`src/rtl/spi_pkg.sv`:
```
`default_nettype none
// +----------------------------------------------------------------------+
// | spi_pkg : shared types and defaults for the SPI receive front end     |
// | Rev 1.0                                                               |
// +----------------------------------------------------------------------+
package spi_pkg;

  localparam int SPI_DATA_W_DEFAULT      = 8;
  localparam int SPI_SYNC_STAGES_DEFAULT = 2;

  typedef enum logic [1:0] {
    IDLE  = 2'd0,
    SHIFT = 2'd1,
    FLUSH = 2'd2
  } rx_state_t;

endpackage
`default_nettype wire

```
`src/rtl/spi_rx_shifter_if.sv`:
```
`default_nettype none
// +----------------------------------------------------------------------+
// | spi_rx_shifter_if : SPI pins plus received-word outputs               |
// | Rev 1.0                                                               |
// +----------------------------------------------------------------------+
interface spi_rx_shifter_if
  import spi_pkg::*;
#(
  parameter int DATA_W = SPI_DATA_W_DEFAULT
);
  logic              sclk;
  logic              mosi;
  logic              cs_n;
  logic [DATA_W-1:0] data_out;
  logic              data_valid;
  logic              rx;
  logic              frame_err;

  modport master (
    output sclk, mosi, cs_n,
    input  data_out, data_valid, rx, frame_err
  );

  modport slave (
    input  sclk, mosi, cs_n,
    output data_out, data_valid, rx, frame_err
  );
endinterface
`default_nettype wire

```
`src/rtl/sync_edge.sv`:
```
`default_nettype none
// +----------------------------------------------------------------------+
// | sync_edge : multi-stage synchroniser with rise/fall edge detection    |
// | Rev 1.0                                                               |
// +----------------------------------------------------------------------+
module sync_edge #(
  parameter int   STAGES  = 2,
  parameter logic RST_VAL = 1'b0
) (
  input  wire logic clk,
  input  wire logic reset,
  input  wire logic d_async,
  output logic      q,
  output logic      rise,
  output logic      fall
);

  logic [STAGES-1:0] r_sync;
  logic              r_prev;

  always_ff @(posedge clk) begin
    if (reset) begin
      r_sync <= {STAGES{RST_VAL}};
      r_prev <= RST_VAL;
    end else begin
      r_sync <= {r_sync[STAGES-2:0], d_async};
      r_prev <= r_sync[STAGES-1];
    end
  end

  assign q    = r_sync[STAGES-1];
  assign rise = r_sync[STAGES-1] & ~r_prev;
  assign fall = ~r_sync[STAGES-1] & r_prev;

endmodule
`default_nettype wire

```
`src/rtl/spi_rx_shifter.sv`:
```
`default_nettype none
// +----------------------------------------------------------------------+
// | spi_rx_shifter : SPI mode-0 slave receiver, MSB-first word assembly   |
// | Rev 1.0                                                               |
// +----------------------------------------------------------------------+
module spi_rx_shifter
  import spi_pkg::*;
#(
  parameter int DATA_W      = SPI_DATA_W_DEFAULT,
  parameter int SYNC_STAGES = SPI_SYNC_STAGES_DEFAULT
) (
  input wire logic         clk,
  input wire logic         reset,
  spi_rx_shifter_if.slave  bus
);

  localparam int                 c_CNT_W = $clog2(DATA_W + 1);
  localparam logic [c_CNT_W-1:0] c_LAST  = c_CNT_W'(DATA_W - 1);
  localparam logic [c_CNT_W-1:0] c_ONE   = c_CNT_W'(1);

  logic w_sclk_q, w_sclk_rise, w_sclk_fall;
  logic w_mosi_q, w_mosi_rise, w_mosi_fall;
  logic w_cs_q,   w_cs_rise,   w_cs_fall;
  logic [3:0] w_unused_edges;

  sync_edge #(.STAGES(SYNC_STAGES), .RST_VAL(1'b0)) u_sync_sclk (
    .clk(clk), .reset(reset), .d_async(bus.sclk),
    .q(w_sclk_q), .rise(w_sclk_rise), .fall(w_sclk_fall)
  );

  sync_edge #(.STAGES(SYNC_STAGES), .RST_VAL(1'b0)) u_sync_mosi (
    .clk(clk), .reset(reset), .d_async(bus.mosi),
    .q(w_mosi_q), .rise(w_mosi_rise), .fall(w_mosi_fall)
  );

  // cs_n resets to its idle-high level so leaving reset never looks like a frame start
  sync_edge #(.STAGES(SYNC_STAGES), .RST_VAL(1'b1)) u_sync_cs (
    .clk(clk), .reset(reset), .d_async(bus.cs_n),
    .q(w_cs_q), .rise(w_cs_rise), .fall(w_cs_fall)
  );

  assign w_unused_edges = {w_sclk_q, w_sclk_fall, w_mosi_rise ^ w_mosi_fall, w_cs_fall};

  rx_state_t           r_state, w_next_state;
  logic [DATA_W-1:0]   r_shift, w_shift;
  logic [c_CNT_W-1:0]  r_cnt,   w_cnt;
  logic [DATA_W-1:0]   r_data,  w_data;
  logic                r_valid, w_valid;
  logic                r_err,   w_err;

  always_ff @(posedge clk) begin
    if (reset) begin
      r_state <= IDLE;
      r_shift <= '0;
      r_cnt   <= '0;
      r_data  <= '0;
      r_valid <= 1'b0;
      r_err   <= 1'b0;
    end else begin
      r_state <= w_next_state;
      r_shift <= w_shift;
      r_cnt   <= w_cnt;
      r_data  <= w_data;
      r_valid <= w_valid;
      r_err   <= w_err;
    end
  end

  always_comb begin
    w_next_state = r_state;
    w_shift      = r_shift;
    w_cnt        = r_cnt;
    w_data       = r_data;
    w_valid      = 1'b0;
    w_err        = 1'b0;
    case (r_state)
      IDLE: begin
        if (!w_cs_q) begin
          w_next_state = SHIFT;
          w_shift      = '0;
          w_cnt        = '0;
        end
      end
      SHIFT: begin
        if (w_sclk_rise) begin
          w_shift = {r_shift[DATA_W-2:0], w_mosi_q};
          if (r_cnt == c_LAST) begin
            w_cnt   = '0;
            w_data  = w_shift;
            w_valid = 1'b1;
          end else begin
            w_cnt = r_cnt + c_ONE;
          end
        end
        // Frame close sees the post-shift count, so a last bit landing with cs_rise completes cleanly
        if (w_cs_rise) begin
          w_next_state = FLUSH;
          w_err        = (w_cnt != '0);
        end
      end
      FLUSH: w_next_state = IDLE;
      default: w_next_state = IDLE;
    endcase
  end

  assign bus.data_out   = r_data;
  assign bus.data_valid = r_valid;
  assign bus.rx         = (r_state == SHIFT);
  assign bus.frame_err  = r_err;

endmodule
`default_nettype wire

```
`src/flat_wrapper.sv`:
```
// flat-port wrapper written by rule: the top's interface ports become plain ports
module spi_rx_shifter_flat import spi_pkg::*;
#(
  parameter int DATA_W      = SPI_DATA_W_DEFAULT,
  parameter int SYNC_STAGES = SPI_SYNC_STAGES_DEFAULT
)
  (clk, reset, bus_sclk, bus_mosi, bus_cs_n, bus_data_out, bus_data_valid, bus_rx, bus_frame_err);
  spi_rx_shifter_if #(.DATA_W(DATA_W)) bus_i ();
  input wire logic clk;
  input wire logic reset;
  input wire logic [$bits(bus_i.sclk)-1:0] bus_sclk;
  input wire logic [$bits(bus_i.mosi)-1:0] bus_mosi;
  input wire logic [$bits(bus_i.cs_n)-1:0] bus_cs_n;
  output wire logic [$bits(bus_i.data_out)-1:0] bus_data_out;
  output wire logic [$bits(bus_i.data_valid)-1:0] bus_data_valid;
  output wire logic [$bits(bus_i.rx)-1:0] bus_rx;
  output wire logic [$bits(bus_i.frame_err)-1:0] bus_frame_err;
  assign bus_i.sclk = bus_sclk;
  assign bus_i.mosi = bus_mosi;
  assign bus_i.cs_n = bus_cs_n;
  assign bus_data_out = bus_i.data_out;
  assign bus_data_valid = bus_i.data_valid;
  assign bus_rx = bus_i.rx;
  assign bus_frame_err = bus_i.frame_err;
  spi_rx_shifter #(.DATA_W(DATA_W), .SYNC_STAGES(SYNC_STAGES)) u_core (.clk(clk), .reset(reset), .bus(bus_i));
endmodule
```
`config.mk`:
```
export PLATFORM = sky130hd
export DESIGN_NAME = spi_rx_shifter_flat
export DESIGN_NICKNAME = d
export VERILOG_FILES = /design/src/rtl/spi_pkg.sv /design/src/rtl/spi_rx_shifter_if.sv /design/src/rtl/sync_edge.sv /design/src/rtl/spi_rx_shifter.sv /design/src/flat_wrapper.sv
export SDC_FILE = /design/constraint.sdc
export NUM_CORES = 1
export LEC_CHECK = 0
export CORE_MARGIN = 5
export CORE_UTILIZATION = 52
export DETAILED_ROUTE_END_ITERATION = 8
export GPL_ROUTABILITY_DRIVEN = 0
export PLACE_DENSITY = 0.76
export REMOVE_ABC_BUFFERS = 1
export SLEW_MARGIN = 0
export SYNTH_ARGS = -nofsm -noshare
export SYNTH_HDL_FRONTEND = slang
export SYNTH_SLANG_ARGS = --single-unit
```
`constraint.sdc`:
```
create_clock -name clk -period 2.1 [get_ports clk]
set_clock_uncertainty 0.15 [all_clocks]
set_input_delay 0.21 -clock clk [delete_from_list [all_inputs] [get_ports clk]]
set_output_delay 0.21 -clock clk [all_outputs]
set_load 0.02 [all_outputs]
```
==> impl_metrics.tcl, run 1 <==
set metrics [dict create \
    antenna_cells 0 \
    setup_viol 0 \
    worst_path_largest_cell_delay_ps 590 \
    critical_path_required_ps 1740 \
    post-synth-top-count-cell "dfxtp_1" \
    ctsHoldBuffers 0 \
    wl_per_cell_um 13.1 \
    drtAntennaViolNets 0 \
    num_rows 17 \
    crit_fanout 6 \
    syn_avg_cell_area_um2 10.4 \
    worstPathCellList "and2b_1 -> clkdlybuf4s50_1" \
    areaGrowthSynthToFinish_pct 18.9 \
    tritoncts "built" \
    critical_path_class "register to output pin" \
    ys_types 33 \
    crit_buf_inv 1 \
    ctsResizeCount 0 \
    fmaxAchievable_mhz 548 \
    htree_levels 2 \
    wl_um 2080 \
    placed_cells 152 \
    async_flop_share_pct 0 \
    cts_sinks 31 \
    die_w_um 57.5 \
    leakage_nw 0.496 \
    dieHeight_um 57.5 \
    final_max_slew_viol_count 0 \
    worstMarginPinSlew_ps 293 \
    grt_pass1_vias 831 \
    grt_max_degree 25 \
    ys_warn_count 0 \
    synth_edf_count 0 \
    netlist_instances 113 \
    tns_ps 0 \
    post-synth-top-area-fraction_pct 52.9 \
    clockRootBuffer "clkbuf_4" \
    yosysTopAreaCell "dfxtp_1" \
    coreArea_mm2 0.00219 \
    overflow 0 \
    pwr_density_cell_mw_per_mm2 707 \
    hold_path.class "register to register" \
    vias_per_cell 5.45 \
    cts_setup_buffers 0 \
    maxCapViolations 0 \
    pin_count 16 \
    synth_seq_cells 31 \
    drive_above_1_share_pct 12.2 \
    port_buffers 15 \
    dominantRegCellSynth "dfxtp_1" \
    synth_area_leaders "dfxtp_1 (53%), mux2i_1 (6.8%), nor2_1 (5.8%)" \
    cpMaxStageDelayCell "clkdlybuf4s50_1" \
    die_area_mm2 0.00330 \
    num-fill-cells 182 \
    worstPathArrival_ps 1460 \
    grt_pass1_wl_um 3600 \
    synth_area_mm2 0.00117 \
    cp_top_family "buffers and inverters" \
    grt_usage_pct 14.2 \
    initial_core_util_pct 53.5 \
    path_clk_slew_ps 80 \
    ys_seq_area_share_pct 52.9 \
    cts-buffers-inserted 5 \
    fin_crit_sh_pct 86.9 \
    relSlewSlack_pct 80.5 \
    rsz0062_at_grt "no" \
    start_kind "register" \
    peakVddDrop_mv 0.512 \
    cts_buffer_depth 2 \
    endpoint_kind "output pin" \
    stdcell_count 159 \
    place_hpwl_um 1430 \
    drtIter0Drc 22 \
    yosys-top-cells-count "dfxtp_1 (31), nor2_1 (18), mux2i_1 (8)" \
    min_period_ps 1820 \
    power_mw 0.985 \
    clk_latency_ps 320 \
    antenna_found_initial 0 \
    vias 867 \
    fin_nets 137 \
    dr.pass1.iters 4 \
    drc 0 \
    hold_viol 0 \
    run_status "complete, no violations" \
]
routing by layer:
layer  vias up  track usage, %  share of wire (%)
li1        432               -                  -
met1       407            16.9                 45
met4         0            9.27                2.9
met5         -               0                  0
met2        21            21.6                 48
met3         7            4.98                4.9
worst reg2reg max path, stage by stage, from the launching register on:
cell,delay [ps]
dfxtp_1,430
ha_1,270
nand2_1,170
nor3b_2,180
buf_4,210
mux2i_1,200
nor2_1,50
where the power goes:
group          leakage [nW]  switching [mW]  internal (mW)
Sequential            0.251         0.00463          0.595
Combinational         0.211          0.0236         0.0233
Clock                0.0341           0.184          0.155
Total                 0.496           0.212          0.773
placed cells by master (no fill, tap or decap):
cell type	instances
nand3_1	1
a22o_1	2
o21bai_1	2
nor2_1	18
clkbuf_4	5
clkinv_2	1
nand2b_1	1
and4bb_1	1
clkbuf_8	1
ha_1	1
a211oi_1	1
buf_4	2
a22oi_1	7
o21ai_1	1
nor4_1	1
a21boi_1	1
o22ai_1	2
mux2i_1	8
nand2_1	4
mux2_2	1
nor2b_1	5
nor2_4	1
a21oi_1	2
xnor2_1	1
and2b_1	3
a31oi_1	2
o22a_1	1
a21o_1	1
a211o_1	1
dfxtp_1	31
nor3b_2	2
or2_2	3
clkdlybuf4s50_1	15
or3b_1	2
per-stage QoR:
stage / utilization [%] / hold WS, ps / setup slack [ps] / cell area, um^2
floorplan: - / 132 / 266 / 1140
global placement: 61.1 / 243 / 350 / 1340
detailed placement: 61.1 / 245 / 294 / 1340
CTS: 63.6 / 266 / 258 / 1390
global route: 63.6 / 278 / 179 / 1390
finish: 63.6 / 263 / 276 / 1390
cells by family after synthesis:
| family | after synthesis | synth area share [%] |
|---|---|---|
| flip-flops | 31 | 52.9 |
| AO/OA/AOI/OAI | 23 | 14.1 |
| XOR/XNOR | 1 | 0.747 |
| AND/OR/NAND/NOR | 42 | 20.4 |
| buffers and inverters | 6 | 2.99 |
| multiplexers | 9 | 7.79 |
| adder cells (fa/ha/maj) | 1 | 1.07 |
registers in the layout, summed over array words and instances (netlist names):
signal                     count
u_core.bus.data_out            8
u_core.r_shift                 7
u_core.r_cnt                   4
u_core.r_state                 2
u_core.u_sync_cs.r_sync        2
u_core.u_sync_mosi.r_sync      2
u_core.u_sync_sclk.r_sync      2
u_core.bus.data_valid          1
u_core.bus.frame_err           1
u_core.u_sync_cs.r_prev        1
u_core.u_sync_sclk.r_prev      1
worst paths after layout:
check                                           startpoint                         end  slack, ps  cells past startpoint
worst max-delay path                     u_core.r_state[1]                      bus_rx        280                      2
worst min-delay path            u_core.u_sync_cs.r_sync[0]  u_core.u_sync_cs.r_sync[1]        260                      1
worst max register to register             u_core.r_cnt[0]      u_core.bus.data_out[5]        330                      6
worst min register to register  u_core.u_sync_cs.r_sync[0]  u_core.u_sync_cs.r_sync[1]        260                      1
area by class of cell:
| cell class | instances | area [um^2] | share of cell area (%) |
|---|---|---|---|
| sequential | 31 | 621 | 44.5 |
| tap | 28 | 35.0 | 2.51 |
| multi-input combinational | 76 | 517 | 37.1 |
| timing repair buffer | 17 | 165 | 11.8 |
| clock inverter | 1 | 5.00 | 0.359 |
| clock buffer | 6 | 51.3 | 3.68 |
Power figures use the tool's default switching activity.
==> run 2, diff against run 1 <==
SLEW_MARGIN = not set   (was 0)
==> results of run 2 <==
Final layout, timing and power as in run 1 (identical DEF).
==> run 3, diff against run 2 <==
GPL_ROUTABILITY_DRIVEN = not set   (was 0)
==> results of run 3 <==
Final layout, timing and power as in run 1 (identical DEF).
